### config.mk
export PLATFORM = sky130hd
export DESIGN_NAME = upb_serial
export DESIGN_NICKNAME = d
export VERILOG_FILES = /design/src/rtl/mcac_pkg.sv /design/src/rtl/upb_tap.sv /design/src/rtl/upb_serial.sv
export SDC_FILE = /design/constraint.sdc
export NUM_CORES = 1
export LEC_CHECK = 0
export CORE_ASPECT_RATIO = 2
export CORE_MARGIN = 3
export CORE_UTILIZATION = 25
export DETAILED_ROUTE_END_ITERATION = 7
export HOLD_SLACK_MARGIN = 0.12
export PLACE_DENSITY_LB_ADDON = 0.2
export SYNTH_ARGS = -nofsm -noshare
export SYNTH_HDL_FRONTEND = slang
export SYNTH_SLANG_ARGS = --single-unit
### constraint.sdc
create_clock -name clk -period 3.9 [get_ports clk]
set_input_delay 0.78 -clock clk [delete_from_list [all_inputs] [get_ports clk]]
set_output_delay 0.78 -clock clk [all_outputs]
set_load 0.01 [all_outputs]
### src/rtl/mcac_pkg.sv
// Shared constants and types for the G.726 predictor-coefficient update.
package mcac_pkg;
    localparam int NTAPS = 6;
    localparam int BW = 16;
    localparam logic [BW-1:0] UGB_POS = 16'h0080;
    localparam logic [BW-1:0] UGB_NEG = 16'hFF80;

    typedef enum logic [1:0] {IDLE, RUN, DRAIN, DONE} upb_state_t;
endpackage

### src/rtl/upb_tap.sv
// One-tap BP = B + UGB + ULB; build with UPB_SAT_EN to saturate instead of wrap.
module upb_tap
    import mcac_pkg::*;
(
    input  logic [BW-1:0] b,
    input  logic          sgn,
    input  logic          dq_nz,
    output logic [BW-1:0] bp
);
    logic        [BW-1:0] ugb;
    logic signed [BW-1:0] shr;
    logic        [BW-1:0] ulb;
    logic        [BW+1:0] sum;

    always_comb begin
        ugb = '0;
        if (dq_nz) ugb = sgn ? UGB_NEG : UGB_POS;
        shr = $signed(b) >>> 8;
        ulb = -shr;
        sum = {{2{b[BW-1]}}, b}
            + {{2{ugb[BW-1]}}, ugb}
            + {{2{ulb[BW-1]}}, ulb};
    end

`ifdef UPB_SAT_EN
    // Overflow whenever the top three bits of the 18-bit sum disagree.
    always_comb begin
        bp = sum[BW-1:0];
        if (sum[BW+1:BW-1] != {3{sum[BW+1]}})
            bp = sum[BW+1] ? 16'h8000 : 16'h7FFF;
    end
`else
    logic unused_hi;
    assign unused_hi = ^sum[BW+1:BW];
    assign bp = sum[BW-1:0];
`endif
endmodule

### src/rtl/upb_serial.sv
// Serial six-tap predictor coefficient update (FSM, tap counter, capture).
module upb_serial
    import mcac_pkg::*;
(
    input  logic          clk,
    input  logic          reset,
    input  logic          start,
    input  logic          dq_nz,
    input  logic          dqs,
    input  logic [5:0]    dqsn,
    output logic          b_re,
    output logic [2:0]    b_raddr,
    input  logic [BW-1:0] b_rdata,
    output logic          b_we,
    output logic [2:0]    b_waddr,
    output logic [BW-1:0] b_wdata,
    output logic          busy,
    output logic          done,
    input  logic          scan_in0,
    input  logic          scan_in1,
    input  logic          scan_in2,
    input  logic          scan_in3,
    input  logic          scan_in4,
    input  logic          scan_enable,
    input  logic          test_mode,
    output logic          scan_out0,
    output logic          scan_out1,
    output logic          scan_out2,
    output logic          scan_out3,
    output logic          scan_out4
);
    localparam logic [2:0] LAST = 3'(NTAPS - 1);

    upb_state_t    state, nxt;
    logic [2:0]    cnt;
    logic          cap_nz;
    logic          cap_dqs;
    logic [5:0]    cap_dqsn;
    logic          wr_pend;
    logic [2:0]    waddr_q;
    logic [5:0]    dqsn_sh;
    logic          sgn;
    logic [BW-1:0] bp;

    logic unused_scan;
    assign unused_scan = ^{scan_in0, scan_in1, scan_in2, scan_in3,
                           scan_in4, scan_enable, test_mode};
    assign scan_out0 = 1'b0;
    assign scan_out1 = 1'b0;
    assign scan_out2 = 1'b0;
    assign scan_out3 = 1'b0;
    assign scan_out4 = 1'b0;

    always_ff @(posedge clk or negedge reset) begin
        if (!reset) state <= IDLE;
        else        state <= nxt;
    end

    always_comb begin
        nxt = state;
        unique case (state)
            IDLE:    if (start) nxt = RUN;
            RUN:     if (cnt == LAST) nxt = DRAIN;
            DRAIN:   nxt = DONE;
            DONE:    nxt = IDLE;
            default: nxt = IDLE;
        endcase
    end

    // Write side trails the read side by one cycle (read latency).
    always_ff @(posedge clk or negedge reset) begin
        if (!reset) begin
            cnt      <= '0;
            cap_nz   <= 1'b0;
            cap_dqs  <= 1'b0;
            cap_dqsn <= '0;
            wr_pend  <= 1'b0;
            waddr_q  <= '0;
        end else begin
            if (state == IDLE && start) begin
                cap_nz   <= dq_nz;
                cap_dqs  <= dqs;
                cap_dqsn <= dqsn;
                cnt      <= '0;
            end else if (state == RUN) begin
                cnt <= (cnt == LAST) ? 3'd0 : cnt + 3'd1;
            end
            wr_pend <= (state == RUN);
            waddr_q <= (state == RUN) ? cnt : 3'd0;
        end
    end

    assign dqsn_sh = cap_dqsn >> waddr_q;
    assign sgn     = cap_dqs ^ dqsn_sh[0];

    upb_tap u_tap (
        .b     (b_rdata),
        .sgn   (sgn),
        .dq_nz (cap_nz),
        .bp    (bp)
    );

    always_comb begin
        b_re    = (state == RUN);
        b_raddr = b_re ? cnt : 3'd0;
        b_we    = wr_pend;
        b_waddr = wr_pend ? waddr_q : 3'd0;
        b_wdata = wr_pend ? bp : '0;
        busy    = (state != IDLE);
        done    = (state == DONE);
    end
endmodule
==> results.md, run 1 <==
- # hold bufs at CTS: 0
- Simple-gate share of the synthesized area: 16.80%
- Share of post-route cells with drive strength above 1: 38.20%
- Layout Area Growth over Synthesis: 67.95%
- TritonCTS clock tree: done
- Initial Util: 26.16%
- Hold Crit Class: reg -> reg
- Most Crowded Layer GR: met2
- Startpoint types: flip-flop
- First-pass GRT wire length: between 9 and 10 mm
- Multiplexer share of the synthesized area: 7.207%
- Share of the synthesized area in the top cell type: 21.88%
- Via density: 4.507
- Ys flop type: dfrtp_1
- Sequential element share of the synthesized area: 21.88%
- Maximum vdd drop: 438.4 µV
- Failing checks: negative setup slack
- Num rows: 44
- Mapped Area: 1944 µm²
- Pre-CTS worst setup slack: -905.8 ps
- Placed cell count: 394
- Placer Congestion: between 0.8 and 0.9
- Antenna violations before repair: 0
- Worst slew margin: approximately 47%
- Max-cap violations: 0
- Post-synth ARST share: 100.0%
- Total Power: 3.006 mW
- P per Cell Area: 920.4 nW/µm²
- Synth area leaders: dfrtp_1, ha_1, fa_1
- Synth warn: 0
- CTS sink cnt: 17
- Least-Margin Pin Slew: 786.5 ps
- Synth Instances: 217
- Largest net degree at the start of global routing: 25
- Max Clock Freq: 220.2 MHz
- Pleak: between 1.5 and 2 nW
- Final worst slack: -641.5 ps
- Port Buf Inserts: 52
- Compound-gate portion of the synthesized area: about 15%
- Clock transition at the registers of the reported paths: 50 ps
- Skew-Pair Late Insertion Delay: 250 ps
- Post-synth cell types: 42
- Clk_skew: 0.9997 ps
- Total Wirelength: ~5.5 mm
- Endpoints failing setup: 8
- Wire length per cell: 13.34 µm
- DIE WIDTH: between 60 and 70 µm
- RSZ-0062 raised after global routing: yes
- Post-route insts no fill: 414
- CP Capture Type: primary output
- Root buf cell: clkbuf_16
- TritonCTS buffer count: 3
- # diodes: 0
- Routed Antenna Nets: 0
- Post-Synth XOR/XNOR Area: roughly 3.6%
- Die area: 8936 µm²
- I/O Pins: 65
- M1 GR Usage: 13.88%
- Critical path class: reg -> out
- Fin util: between 40 and 50%
- Total GRT Usage: 13.23%
- Largest family of logic cells by synthesized area: adder cells
- Largest area contributor in the netlist: dfrtp_1
- Max-slew violations: 0
- DR pass1 iterations: 4
- Final Hold Fails: 0
- Met2 usage: 25.20%
- Period utilisation layout: 116.4%
- Status: complete, but fails checks
- Fin nets: 392
- Synthesized area per cell: about 9 µm²
- CP arrival: 3760 ps
- Post-synth EDFFs: 0
- Detailed Route Iter0 Violations: 30
- Synth Area in Adders: 26.00%
- Count leader, synth: inv_1
- Fin crit period: 4541 ps
- Post-DP HPWL: 4.359 mm
- Die H: around 130 µm
- Clk buf depth: 2
- Reg-to-reg slack, setup: approximately 2400 ps
- Gr ovfl total: 0
- CORE AREA: 7432 µm²
- CTS H-Tree Depth: 1
- FF+latch count, synth: 17
- CP Max Fanout: 6
- Vias in the first global route: ~2,000
- Drt drc: 0
- Worst path required time: 3120 ps
- Met3 Use GR: under 10%
- Top post-synthesis cells by count: inv_1, ha_1, dfrtp_1, a21oi_1
- Via Count: ~1,900
registers in the layout, indices dropped and copies added (netlist names):
name and count:
cnt 3, waddr_q 3, cap_dqs 1, cap_nz 1, b_we 1, state 2, cap_dqsn 6
cells by family (layout without fill, tap and decap cells):
family,after synthesis,after routing
multiplexers,13,13
AO/OA/AOI/OAI,47,47
flip-flops,17,17
buffers and inverters,41,142
other,1,5
AND/OR/NAND/NOR,55,55
XOR/XNOR,8,8
adder cells (fa/ha/maj),35,35
worst paths after layout:
check | start | endpoint | cells after the start
max in group asynchronous | reset | cnt[1]$_DFFE_PN0P_ | 1
worst min register to register | cap_dqsn[0]$_DFFE_PN0P_ | cap_dqsn[0]$_DFFE_PN0P_ | 1
worst min-delay path | cap_dqsn[0]$_DFFE_PN0P_ | cap_dqsn[0]$_DFFE_PN0P_ | 1
min in group asynchronous | reset | cap_dqsn[3]$_DFFE_PN0P_ | 1
worst max-delay path | waddr_q[2]$_DFF_PN0_ | b_wdata[15] | 15
worst max register to register | state[0]$_DFFE_PN0P_ | cap_nz$_DFFE_PN0P_ | 4
where the power goes:
part	switching (mW)	total, mW	internal, mW
sequential	0.0951	0.351	0.256
clock	0.0714	0.209	0.137
combinational	1.10	2.45	1.34
per-layer routing:
layer,vias up,part of all wire [%]
li1,940,-
met1,874,36
met2,43,57
met3,9,4.2
met4,0,2.9
met5,-,0
stage by stage:
stage | cell area [µm²] | hold WS [ps] | setup TNS, ps
finish | 3266 | 510.0 | -3863
global route | 3266 | 533.0 | -4964
detailed placement | 2856 | 496.8 | -7226
global placement | 2856 | 488.4 | -7240
CTS | 3142 | 509.1 | -3486
floorplan | 2006 | 478.7 | -127.2
critical path: stages, from the launching register on:
cell and delay, ps:
dfrtp_1 400, buf_6 130, mux2i_4 210, nor3b_2 70
or4_4 420, and2_4 220, fa_1 550, inv_2 60
ha_4 290, o21a_1 140, o21ai_2 70, a31oi_4 190
a31oi_2 130, or3_1 370, a21boi_2 120, buf_2 140
placed cells by master, fill, tap and decap left out, types with 3 or more instances in the layout:
cell type,netlist,layout
a21oi_2,0,4
nand2_1,12,11
buf_6,0,6
mux2_2,8,8
dlygate4sd2_1,0,3
buf_2,0,10
inv_1,33,27
o21ai_0,10,8
nor2_1,3,3
dfrtp_1,17,17
xnor2_1,7,5
a21o_1,7,6
o21a_1,3,3
clkbuf_16,0,3
ha_4,0,8
nor3b_2,0,4
inv_2,0,6
ha_1,26,18
mux2i_1,5,3
fa_1,9,8
buf_4,6,47
a21oi_1,14,9
clkdlybuf4s50_1,0,39
and2_1,12,12
conb_1,1,5
nand2b_1,6,5
final cells by class:
type	count	area, µm²
clock buffers	3	75.07
clock inverters	1	5.005
fillers	760	4167
inverters	33	123.9
multi-input cells	163	1634
flip-flops and latches	17	425.4
well taps	92	115.1
repair buffers	105	887.1
what timing repair did:
item                       CTS  global route
setup endpoints to repair   12            10
gates resized for setup     78            17
buffers inserted            12             4
gates cloned                 0             0
hold endpoints to repair     0             0
pin swaps                   22            15
(Power assumes the default switching activity.)
==> run 2, diff against run 1 <==
- CAP_MARGIN: not set -> 20
- SLEW_MARGIN: not set -> 20
==> results of run 2 <==
The final DEF is identical to that of run 1; final timing and power are the same.
==> run 3, diff against run 2 <==
- SLEW_MARGIN: 20 -> 40
- SYNTH_HIERARCHICAL: not set -> 1
==> results.md, run 3 <==
- Share of the synthesized area in the top cell type: 20.77% (-1.1 points)
- Skew-Pair Late Insertion Delay: 250 ps (about the same)
- CP arrival: 3490 ps (-270 ps)
- Most frequent cells in the layout: buf_4, clkdlybuf4s50_1, inv_1, and2_1, dfrtp_1
- Sequential element share of the synthesized area: 20.77% (-1.1 points)
- Largest Register: cap_dqsn
- Layout Area Growth over Synthesis: 65.36%
- Largest area contributor in the netlist: dfrtp_1
- Placer Congestion: 0.7582 (-8.8%)
- Regs by FF count: cap_dqsn x6, cnt x3, waddr_q x3
- Fin Setup TNS: -2246 ps (+1617 ps)
- TritonCTS clock tree: done
- Clock transition at the registers of the reported paths: 50 ps (about the same)
- Total GRT Usage: 12.88% (-0.35 points)
- Pleak: 1.557 nW (+0.46%)
- Final Hold Fails: 0 (unchanged)
- Cell area after layout: 3387 µm² (+3.7%)
- # diodes: 0 (unchanged)
- Num rows: 46 (+4.5%)
- Synth Instances: 229 (+5.5%)
- Max Clock Freq: 234.2 MHz (+6.4%)
- Critical path class: reg -> out
- Post-synth EDFFs: 0 (unchanged)
- Gr ovfl total: 0 (unchanged)
- Vias in the first global route: 2,113 (+7.9%)
- Via Count: 1,962 (+5.1%)
- Synth warn: 6 (+6)
- P per Cell Area: 892.4 nW/µm² (-3.0%)
- Port Buf Inserts: 52 (unchanged)
- Antenna violations before repair: 0 (unchanged)
- Post-DP HPWL: 5.026 mm (+15%)
- Top post-synthesis cells by count: inv_1, ha_1, and2_1, dfrtp_1, nor2_1
- Fin crit period: 4269 ps (-272.4 ps)
- Startpoint types: flip-flop
- CTS sink cnt: 17 (unchanged)
- Endpoints failing setup: 7 (-1)
- DP Area: 3007 µm² (+5.3%)
- FF+latch count, synth: 17 (unchanged)
- Via density: 4.573 (+1.5%)
- Die area: 9381 µm² (+5.0%)
- Detailed Route Iter0 Violations: 45 (+50%)
- Status: complete, but fails checks
- Post-synth ARST share: 100.0% (unchanged)
- Maximum vdd drop: 489.1 µV (+12%)
- Largest net degree at the start of global routing: 21 (-16%)
- CTS H-Tree Depth: 1 (unchanged)
- Failing checks: negative setup slack
- Fillers: 817 (+7.5%)
- Drt drc: 0 (unchanged)
- Share of post-route cells with drive strength above 1: 39.04% (+0.84 points)
- Total Wirelength: 6.110 mm (+11%)
- Fin nets: 403 (+2.8%)
- Initial Util: 25.79% (-0.37 points)
- Worst slew margin: 58.96% (+12 points)
- Worst path required time: 3120 ps (about the same)
- Post-synth cell types: 43 (+2.4%)
- Max-cap violations: 0 (unchanged)
- Most common cell after layout, fill and taps aside: buf_4
- Root buf cell: clkbuf_16
- Max-slew violations: 0 (unchanged)
- Routed Antenna Nets: 0 (unchanged)
- Sequential cell area: 426.7 µm² (+0.29%)
- Period utilisation layout: 109.5% (-7.0 points)
- Ys flop type: dfrtp_1
- DR pass1 iterations: 4 (unchanged)
- I/O Pins: 65 (unchanged)
- DIE WIDTH: 70.01 µm (+2.4%)
- Area of the multi-input gates: 1795 µm² (+9.9%)
- CORE AREA: 7943 µm² (+6.9%)
- TritonCTS buffer count: 3 (unchanged)
- Least-Margin Pin Slew: 609.2 ps (-177.3 ps)
- Mapped Area: 2048 µm² (+5.3%)
- CP Capture Type: primary output
- RSZ-0062 raised after global routing: yes
- CP Max Fanout: 5 (-1)
- Synth area leaders: dfrtp_1, ha_1, fa_1
- Largest register FFs: 6 (unchanged)
- First-pass GRT wire length: 9.708 mm (+7.7%)
- Clk_skew: 0.6543 ps (-0.3454 ps)
- Wire length per cell: 14.24 µm (+6.7%)
- Hold Crit Class: in -> async
- Count leader, synth: inv_1
- Clk buf depth: 2 (unchanged)
- Synthesized area per cell: 8.944 µm² (-0.18%)
- Die H: 134.0 µm (+2.5%)
- Final worst slack: -369.1 ps (+272.4 ps)
-- run 3: logic make-up after synthesis --
logic type / share of synthesized area (%)
AO/OA/AOI/OAI: 14.48
multiplexers: 8.858
flip-flops: 20.77
AND/OR/NAND/NOR: 18.57
buffers and inverters: 7.330
adder cells (fa/ha/maj): 24.68
XOR/XNOR: 5.131
other: 0.1831
-- run 3: repair_timing --
item | 4_1_cts | 5_1_grt
setup buffers | 9 | 1
pin swaps | 32 | 8
hold buffers | 0 | 0
setup endpoints to repair | 13 | 11
gates resized for setup | 93 | 17
-- run 3: final cells by class --
cell class / count / share of cell area [%]
Inverter: 29 / 3.214
Timing Repair Buffer: 102 / 25.30
Tap cell: 96 / 3.546
Clock buffer: 4 / 2.327
Sequential cell: 17 / 12.60
Multi-Input combinational cell: 181 / 53.01
-- run 3: power by group --
group	internal [mW]	switching, mW	total, mW	leakage [nW]
Combinational	1.36	1.11	2.47	1.31
Clock	0.139	0.0630	0.202	0.0382
Sequential	0.259	0.0950	0.354	0.209
-- run 3: worst paths after layout --
| path | from | end | cells after the start | slack, ps |
|---|---|---|---|---|
| worst min-delay path | reset | state[1]$_DFFE_PN0P_ | 1 | 440 |
| worst min register to register | cap_dqsn[5]$_DFFE_PN0P_ | cap_dqsn[5]$_DFFE_PN0P_ | 1 | 530 |
| worst max-delay path | waddr_q[0]$_DFF_PN0_ | b_wdata[13] | 15 | -370 |
| min in group clk | cap_dqsn[5]$_DFFE_PN0P_ | cap_dqsn[5]$_DFFE_PN0P_ | 1 | 530 |
| max in group asynchronous | reset | waddr_q[2]$_DFF_PN0_ | 1 | 3170 |
| worst max register to register | state[0]$_DFFE_PN0P_ | state[1]$_DFFE_PN0P_ | 5 | 2260 |
-- run 3: per-layer routing --
metal	global-route usage [%]	vias to the layer above	routed length, µm
met3	0.8252	9	192
met4	3.838	0	136
met5	0	-	0
met2	29.40	39	3835
li1	-	976	-
met1	10.79	938	1947
-- run 3: metrics by stage --
stage / hold slack (ps) / std cells / total power [mW] / util (%) / setup slack (ps)
final: 442.7 / 429 / 3.023 / 42.64 / -369.1
after global routing: 474.4 / 429 / 3.308 / 42.64 / -583.0
after CTS: 505.4 / 428 / 2.965 / 41.75 / -463.4
after detailed placement: 494.5 / 416 / 2.453 / 37.85 / -741.0
after global placement: 489.4 / 416 / 2.428 / 37.85 / -726.5
after floorplan: 478.7 / 233 / 1.607 / - / 43.13
-- run 3: worst max-delay path, stage by stage, from the launching register on --
cell,delay [ps]
dfrtp_1,390
mux2i_2,310
nor3_2,100
nor4bb_4,290
nand2_2,170
fa_1,570
inv_2,50
ha_4,300
a211oi_2,60
o21bai_1,240
buf_4,160
a21oi_2,30
o21ai_1,180
xor2_1,140
and2_1,130
buf_2,120
